<file path="src/rtl/sram_like_arbiter_pkg.sv">
// -----------------------------------------------------------------------------
// sram_like_arbiter_pkg
// Shared definitions for the class-SRAM channel arbiter:
//   - transfer size encodings as driven on ch_size / bus_size
//   - well-known channel ids (instruction fetch, memory stage)
//   - CLOG2 helper used to size id, pointer and count fields
// No ports; imported by sram_like_arbiter and sync_fifo.
// -----------------------------------------------------------------------------
package sram_like_arbiter_pkg;

  // Transfer size encodings
  localparam logic [1:0] SZ_B = 2'd0;
  localparam logic [1:0] SZ_H = 2'd1;
  localparam logic [1:0] SZ_W = 2'd2;

  // Channel ids of the core pipeline masters
  localparam int CH_IF  = 0;
  localparam int CH_MEM = 1;

  // Ceiling log2; CLOG2(1) = 0, CLOG2(2) = 1, CLOG2(5) = 3
  function automatic int CLOG2(input int value);
    int result;
    int rem;
    result = 0;
    rem    = value - 1;
    while (rem > 0) begin
      result = result + 1;
      rem    = rem >> 1;
    end
    return result;
  endfunction

endpackage

</file>
<file path="src/rtl/sync_fifo.sv">
// -----------------------------------------------------------------------------
// sync_fifo
// Single-clock first-in first-out queue with occupancy count. Depth need not
// be a power of two: pointers wrap with an explicit compare against DEPTH-1.
// Push while full and pop while empty are ignored so that a misbehaving
// producer or consumer can never corrupt pointers or count.
//
// Ports:
//   clk    in   clock
//   reset  in   synchronous active-high reset (pointers and count only)
//   push   in   write wdata at the tail
//   pop    in   drop the head entry
//   wdata  in   WIDTH  data to enqueue
//   rdata  out  WIDTH  head entry (valid when !empty)
//   full   out  count == DEPTH
//   empty  out  count == 0
//   count  out  CNT_W  number of stored entries
// -----------------------------------------------------------------------------
module sync_fifo
  import sram_like_arbiter_pkg::*;
#(
  parameter int WIDTH = 1,
  parameter int DEPTH = 4,
  localparam int CNT_W = CLOG2(DEPTH + 1),
  localparam int PTR_W = (DEPTH > 1) ? CLOG2(DEPTH) : 1
) (
  input  logic             clk,
  input  logic             reset,
  input  logic             push,
  input  logic             pop,
  input  logic [WIDTH-1:0] wdata,
  output logic [WIDTH-1:0] rdata,
  output logic             full,
  output logic             empty,
  output logic [CNT_W-1:0] count
);

  logic [WIDTH-1:0] mem [DEPTH];
  logic [PTR_W-1:0] wr_ptr;
  logic [PTR_W-1:0] rd_ptr;
  logic             push_ok;
  logic             pop_ok;

  function automatic logic [PTR_W-1:0] next_ptr(input logic [PTR_W-1:0] ptr);
    if (ptr == PTR_W'(DEPTH - 1)) begin
      return '0;
    end
    return ptr + 1'b1;
  endfunction

  assign full    = (count == CNT_W'(DEPTH));
  assign empty   = (count == '0);
  assign push_ok = push & ~full;
  assign pop_ok  = pop & ~empty;
  assign rdata   = mem[rd_ptr];

  always_ff @(posedge clk) begin
    if (reset) begin
      wr_ptr <= '0;
      rd_ptr <= '0;
      count  <= '0;
    end else begin
      if (push_ok) begin
        wr_ptr <= next_ptr(wr_ptr);
      end
      if (pop_ok) begin
        rd_ptr <= next_ptr(rd_ptr);
      end
      // Simultaneous push and pop leaves the count unchanged
      case ({push_ok, pop_ok})
        2'b10:   count <= count + 1'b1;
        2'b01:   count <= count - 1'b1;
        default: count <= count;
      endcase
    end
  end

  // Storage holds data only and is never reset
  always_ff @(posedge clk) begin
    if (push_ok) begin
      mem[wr_ptr] <= wdata;
    end
  end

endmodule

</file>
<file path="src/rtl/sram_like_arbiter.sv">
// -----------------------------------------------------------------------------
// sram_like_arbiter
// Arbitrates NUM_CH class-SRAM master channels onto one class-SRAM bus with up
// to MAX_OUT accepted-but-unanswered transactions. Responses come back in
// acceptance order; an id queue records which channel owns each outstanding
// transaction so bus_data_ok can be steered to it.
//
// Grant is combinational over ch_req while unlocked (fixed priority, lowest
// index wins, or round-robin from rr_ptr). Once the bus sees a request that it
// does not accept, the grant is locked so the bus fields stay stable until
// bus_addr_ok, regardless of later higher-priority arrivals.
//
// Ports:
//   clk          in   clock
//   reset        in   synchronous active-high reset
//   ch_req       in   NUM_CH     per-channel request
//   ch_wr        in   NUM_CH     1 = write
//   ch_size      in   2*NUM_CH   size, channel i at [2i+1:2i]
//   ch_addr      in   32*NUM_CH  byte address
//   ch_wstrb     in   4*NUM_CH   byte enables
//   ch_wdata     in   32*NUM_CH  write data
//   ch_addr_ok   out  NUM_CH     request of channel i accepted this cycle
//   ch_data_ok   out  NUM_CH     response for channel i this cycle
//   ch_rdata     out  32         shared read data, valid with ch_data_ok
//   bus_req      out  1          bus request
//   bus_wr/size/addr/wstrb/wdata out  fields of the granted channel
//   bus_addr_ok  in   1          bus accepted the request
//   bus_data_ok  in   1          bus response
//   bus_rdata    in   32         bus read data
//   err_unexp    out  1          sticky: response with nothing outstanding
// -----------------------------------------------------------------------------
module sram_like_arbiter
  import sram_like_arbiter_pkg::*;
#(
  parameter int NUM_CH  = 2,
  parameter int MAX_OUT = 4,
  parameter int ARB_RR  = 0
) (
  input  logic                 clk,
  input  logic                 reset,
  input  logic [NUM_CH-1:0]    ch_req,
  input  logic [NUM_CH-1:0]    ch_wr,
  input  logic [2*NUM_CH-1:0]  ch_size,
  input  logic [32*NUM_CH-1:0] ch_addr,
  input  logic [4*NUM_CH-1:0]  ch_wstrb,
  input  logic [32*NUM_CH-1:0] ch_wdata,
  output logic [NUM_CH-1:0]    ch_addr_ok,
  output logic [NUM_CH-1:0]    ch_data_ok,
  output logic [31:0]          ch_rdata,
  output logic                 bus_req,
  output logic                 bus_wr,
  output logic [1:0]           bus_size,
  output logic [31:0]          bus_addr,
  output logic [3:0]           bus_wstrb,
  output logic [31:0]          bus_wdata,
  input  logic                 bus_addr_ok,
  input  logic                 bus_data_ok,
  input  logic [31:0]          bus_rdata,
  output logic                 err_unexp
);

  localparam int ID_W  = (NUM_CH > 1) ? CLOG2(NUM_CH) : 1;
  localparam int CNT_W = CLOG2(MAX_OUT + 1);

  logic [ID_W-1:0]  grant;
  logic [ID_W-1:0]  search_id;
  logic [ID_W-1:0]  lock_id;
  logic [ID_W-1:0]  rr_ptr;
  logic [ID_W-1:0]  head_id;
  logic             locked;
  logic             any_req;
  logic             accept;
  logic             rsp_valid;
  logic             rsp_unexp;
  logic             fifo_full;
  logic             fifo_empty;
  logic [CNT_W-1:0] fifo_count;

  // Lowest requesting index
  function automatic logic [ID_W-1:0] pick_fixed(input logic [NUM_CH-1:0] req);
    logic [ID_W-1:0] id;
    id = '0;
    for (int k = NUM_CH - 1; k >= 0; k--) begin
      if (req[k]) begin
        id = ID_W'(k);
      end
    end
    return id;
  endfunction

  // First requesting index at or after ptr, wrapping modulo NUM_CH.
  // Scanning from the far end lets the nearest hit overwrite the others.
  function automatic logic [ID_W-1:0] pick_rr(input logic [NUM_CH-1:0] req,
                                              input logic [ID_W-1:0]   ptr);
    logic [ID_W-1:0] id;
    int              idx;
    id = '0;
    for (int k = NUM_CH - 1; k >= 0; k--) begin
      idx = int'(ptr) + k;
      if (idx >= NUM_CH) begin
        idx = idx - NUM_CH;
      end
      if (req[idx]) begin
        id = ID_W'(idx);
      end
    end
    return id;
  endfunction

  function automatic logic [ID_W-1:0] next_id(input logic [ID_W-1:0] id);
    if (int'(id) >= NUM_CH - 1) begin
      return '0;
    end
    return id + 1'b1;
  endfunction

  // Grant selection and bus request
  assign any_req   = |ch_req;
  assign search_id = (ARB_RR != 0) ? pick_rr(ch_req, rr_ptr) : pick_fixed(ch_req);
  assign grant     = locked ? lock_id : search_id;

  // A full id queue masks the request but leaves any lock in place, so the
  // same channel is presented again once a response frees a slot.
  assign bus_req   = ~reset & (locked | any_req) & ~fifo_full;
  assign accept    = bus_req & bus_addr_ok;

  assign bus_wr    = ch_wr[grant];
  assign bus_size  = ch_size[int'(grant)*2 +: 2];
  assign bus_addr  = ch_addr[int'(grant)*32 +: 32];
  assign bus_wstrb = ch_wstrb[int'(grant)*4 +: 4];
  assign bus_wdata = ch_wdata[int'(grant)*32 +: 32];

  always_comb begin
    ch_addr_ok = '0;
    if (accept) begin
      ch_addr_ok[grant] = 1'b1;
    end
  end

  // Response steering: the queue head owns the oldest outstanding request.
  // Responses arriving during reset are dropped along with the queue.
  assign rsp_valid = ~reset & bus_data_ok & ~fifo_empty;
  assign rsp_unexp = ~reset & bus_data_ok & fifo_empty;
  assign ch_rdata  = bus_rdata;

  always_comb begin
    ch_data_ok = '0;
    if (rsp_valid) begin
      ch_data_ok[head_id] = 1'b1;
    end
  end

  sync_fifo #(
    .WIDTH (ID_W),
    .DEPTH (MAX_OUT)
  ) u_id_fifo (
    .clk   (clk),
    .reset (reset),
    .push  (accept),
    .pop   (rsp_valid),
    .wdata (grant),
    .rdata (head_id),
    .full  (fifo_full),
    .empty (fifo_empty),
    .count (fifo_count)
  );

  // Control state: lock, round-robin pointer, sticky error
  always_ff @(posedge clk) begin
    if (reset) begin
      locked    <= 1'b0;
      rr_ptr    <= '0;
      err_unexp <= 1'b0;
    end else begin
      if (accept) begin
        locked <= 1'b0;
        rr_ptr <= next_id(grant);
      end else if (bus_req) begin
        locked <= 1'b1;
      end
      if (rsp_unexp) begin
        err_unexp <= 1'b1;
      end
    end
  end

  // Locked channel id; while locked, grant already equals lock_id
  always_ff @(posedge clk) begin
    if (bus_req && !bus_addr_ok) begin
      lock_id <= grant;
    end
  end

  occupancy_bound: assert property (@(posedge clk) disable iff (reset)
    fifo_count <= CNT_W'(MAX_OUT));

endmodule

</file>
<file path="config.mk">
export PLATFORM = sky130hd
export DESIGN_NAME = sram_like_arbiter
export DESIGN_NICKNAME = d
export VERILOG_FILES = /design/src/rtl/sram_like_arbiter_pkg.sv /design/src/rtl/sync_fifo.sv /design/src/rtl/sram_like_arbiter.sv
export SDC_FILE = /design/constraint.sdc
export NUM_CORES = 1
export LEC_CHECK = 0
export CORE_AREA = 3 3 110 112
export CTS_BUF_LIST = sky130_fd_sc_hd__clkbuf_8
export DETAILED_ROUTE_END_ITERATION = 10
export DIE_AREA = 0 0 113 115
export PLACE_DENSITY = 0.67
export REMOVE_ABC_BUFFERS = 1
export SLEW_MARGIN = 30
export SYNTH_ARGS = -nofsm -noshare
export SYNTH_HDL_FRONTEND = slang
export SYNTH_SLANG_ARGS = --single-unit
</file>
<file path="constraint.sdc">
create_clock -name clk -period 2.07 [get_ports clk]
set_input_delay 0.207 -clock clk [delete_from_list [all_inputs] [get_ports clk]]
set_output_delay 0.207 -clock clk [all_outputs]
set_load 0.02 [all_outputs]
</file>
==> flow_metrics.tcl <==
set metrics [dict create \
    fin_nets 589 \
    htreeDepth 1 \
    critPathKind "in -> reg" \
    cts_tree "done" \
    rows 39 \
    p_per_area_nw_per_um2 424 \
    num_vias 2193 \
    dp_hpwl_um 8740 \
    start_util_pct 19.0 \
    p_leak_nw 2.01 \
    netlist_area_um2 2150 \
    gp_congestion 0.732 \
    seqCellArea_um2 375 \
    fmax_ghz 0.502 \
    critPathLaunchType "input pin" \
    ioPinCount 289 \
    grt_usage_pct 14.0 \
    layout-drive-gt1-share_pct 46.1 \
    r2r_end "u_id_fifo.count[2]$_SDFFE_PP0P_" \
    ctsRootBufferMaster "clkbuf_8" \
    grt_max_degree 13 \
    hold_ws_ps 414 \
    maxCapViolCount 0 \
    clockBufferDepth 2 \
    syn_inst 185 \
    cts_buffers 3 \
    grt_first_pass_wirelength_um 13800 \
    holdPathEnd "ch_rdata[12]" \
    hold_violations 0 \
    async_reset_ff_share_pct 0 \
    ff2ff_setup_slack_ps 80 \
    rsz0062_at_grt "true" \
    first_iter_violations 47 \
    clk_latency_ps 240 \
    setup_viol 0 \
    die-width_um 113 \
    clock_sinks 16 \
    finalCoreUtilization_pct 38.3 \
    post-route-period-util_pct 96.3 \
    drt_pass1_iterations 4 \
    hold_start "bus_rdata[12]" \
    wl_um 9820 \
    layout_commonest_cell "clkdlybuf4s50_1" \
    wl_per_cell_um 18.1 \
    max-slew-margin-rel_pct 78.7 \
    setup_tns_ps 0 \
    multi_input_area_um2 1430 \
    worst_setup_path_end_kind "flip-flop" \
    first_global_vias 2409 \
    reg2regPathDepth 9 \
    hold_class "in -> out" \
    route.detailed.drc 0 \
    clkSlewWorstSetupHoldPaths_ps 60 \
    worst_pin_slew_ps 317 \
    worstHoldPathCells 0 \
    num_antenna_cells 0 \
    status "complete, no violations" \
    vias_per_cell 4.03 \
    antenna_found_initial 0 \
    cp_data_required_time_ps 2240 \
    ant_nets 0 \
    synth_edf_count 5 \
    ys_types 28 \
    arrival_ps 2170 \
    peakVddDrop_mv 0.208 \
    final_cell_mix "146 x clkdlybuf4s50_1, 57 x mux2_4, 55 x buf_2, 27 x buf_4, 16 x mux2_2" \
    p_total_w 0.00184 \
    area_growth_pct 102 \
    fin_crit_ps 1990 \
    critPathMaxFanout 4 \
    grt_overflow 0 \
    finClkSkew_ps 3.59 \
    yosys_warnings 0 \
    fp.dieH_um 115 \
    io_buffers 224 \
    synthFlopType "dfxtp_1" \
    dieArea_um2 13000 \
    rr_startpoint "u_id_fifo.count[1]$_SDFFE_PP0P_" \
    synth_seq_area_share_pct 17.3 \
    design.core.area_um2 11300 \
    fillers 1153 \
    synth-seq-cells 16 \
    finalMaxSlewViolations 0 \
    avgSynthCellArea_um2 11.6 \
]
kinds of logic after synthesis:
family                   count (synthesis)  share of synthesized area, %
buffers and inverters                   51                          17.1
AO/OA/AOI/OAI                            9                          2.97
multiplexers                            75                          49.9
adder cells (fa/ha/maj)                  7                          4.43
flip-flops                              16                          17.3
AND/OR/NAND/NOR                         25                          7.58
XOR/XNOR                                 2                         0.816
worst max path at each step:
stage | start | endpoint | cells after the start
3_3_place_gp | ch_req[1] | bus_addr[17] | 7
2_1_floorplan | locked$_SDFFE_PP0N_ | bus_addr[0] | 2
5_1_grt | u_id_fifo.count[1]$_SDFFE_PP0P_ | u_id_fifo.count[2]$_SDFFE_PP0P_ | 9
6_report | reset | u_id_fifo.count[2]$_SDFFE_PP0P_ | 10
3_5_place_dp | ch_req[1] | bus_addr[0] | 7
4_1_cts | locked$_SDFFE_PP0N_ | bus_addr[18] | 7
synth_stat cells, types with 3 or more instances:
| library cell | n | area [um^2] |
|---|---|---|
| a21oi_1 | 3 | 15.0 |
| and2_1 | 6 | 37.5 |
| buf_4 | 32 | 240 |
| buf_6 | 7 | 78.8 |
| dfxtp_1 | 11 | 220 |
| edfxtp_1 | 5 | 150 |
| ha_1 | 6 | 75.1 |
| inv_1 | 9 | 33.8 |
| mux2_2 | 16 | 180 |
| mux2_4 | 57 | 856 |
| nor2_1 | 8 | 30.0 |
| nor2b_1 | 3 | 18.8 |
| nor3b_2 | 3 | 37.5 |
per-layer routing:
layer,global-route usage [%],vias up,part of all wire (%)
met3,8.32,2,13
li1,-,1046,-
met1,16.0,1010,36
met5,4.44,-,0.67
met2,23.3,133,50
met4,0.721,2,0
where the power goes:
part	switching [W]	internal, W	leakage [nW]
Combinational	0.000488	0.000709	1.85
Clock	0.0000996	0.000168	0.0288
Sequential	0.0000220	0.000352	0.138
stage by stage:
step	worst slack, ps	cells	area (um^2)
3_5_place_dp	-372	536	4480
5_1_grt	-35.6	544	4330
2_1_floorplan	-2200	144	1820
3_3_place_gp	-373	536	4480
4_1_cts	9.86	544	4420
6_report	76.5	544	4330
area by class of cell:
cell class / instances / share of cell area, %
Clock buffer: 4 / 1.27
Inverter: 10 / 0.866
Multi-Input combinational cell: 118 / 32.9
Sequential cell: 16 / 8.66
Tap cell: 143 / 4.13
Timing Repair Buffer: 253 / 52.1
worst max-delay path, stage by stage:
cell	delay [ps]
clkdlybuf4s50_1	540
buf_4	170
nor3_4	50
inv_2	70
ha_2	170
inv_1	50
fa_2	330
xor2_1	150
or3_1	310
a21oi_1	120
what timing repair did:
action / 4_1_cts / 5_1_grt
setup endpoints to repair: 77 / 57
hold buffers: 0 / 0
gates cloned: 2 / 1
resized for setup: 261 / 35
pin swaps: 1 / 3
setup buffers: 2 / 0
Power figures use the tool's default switching activity.
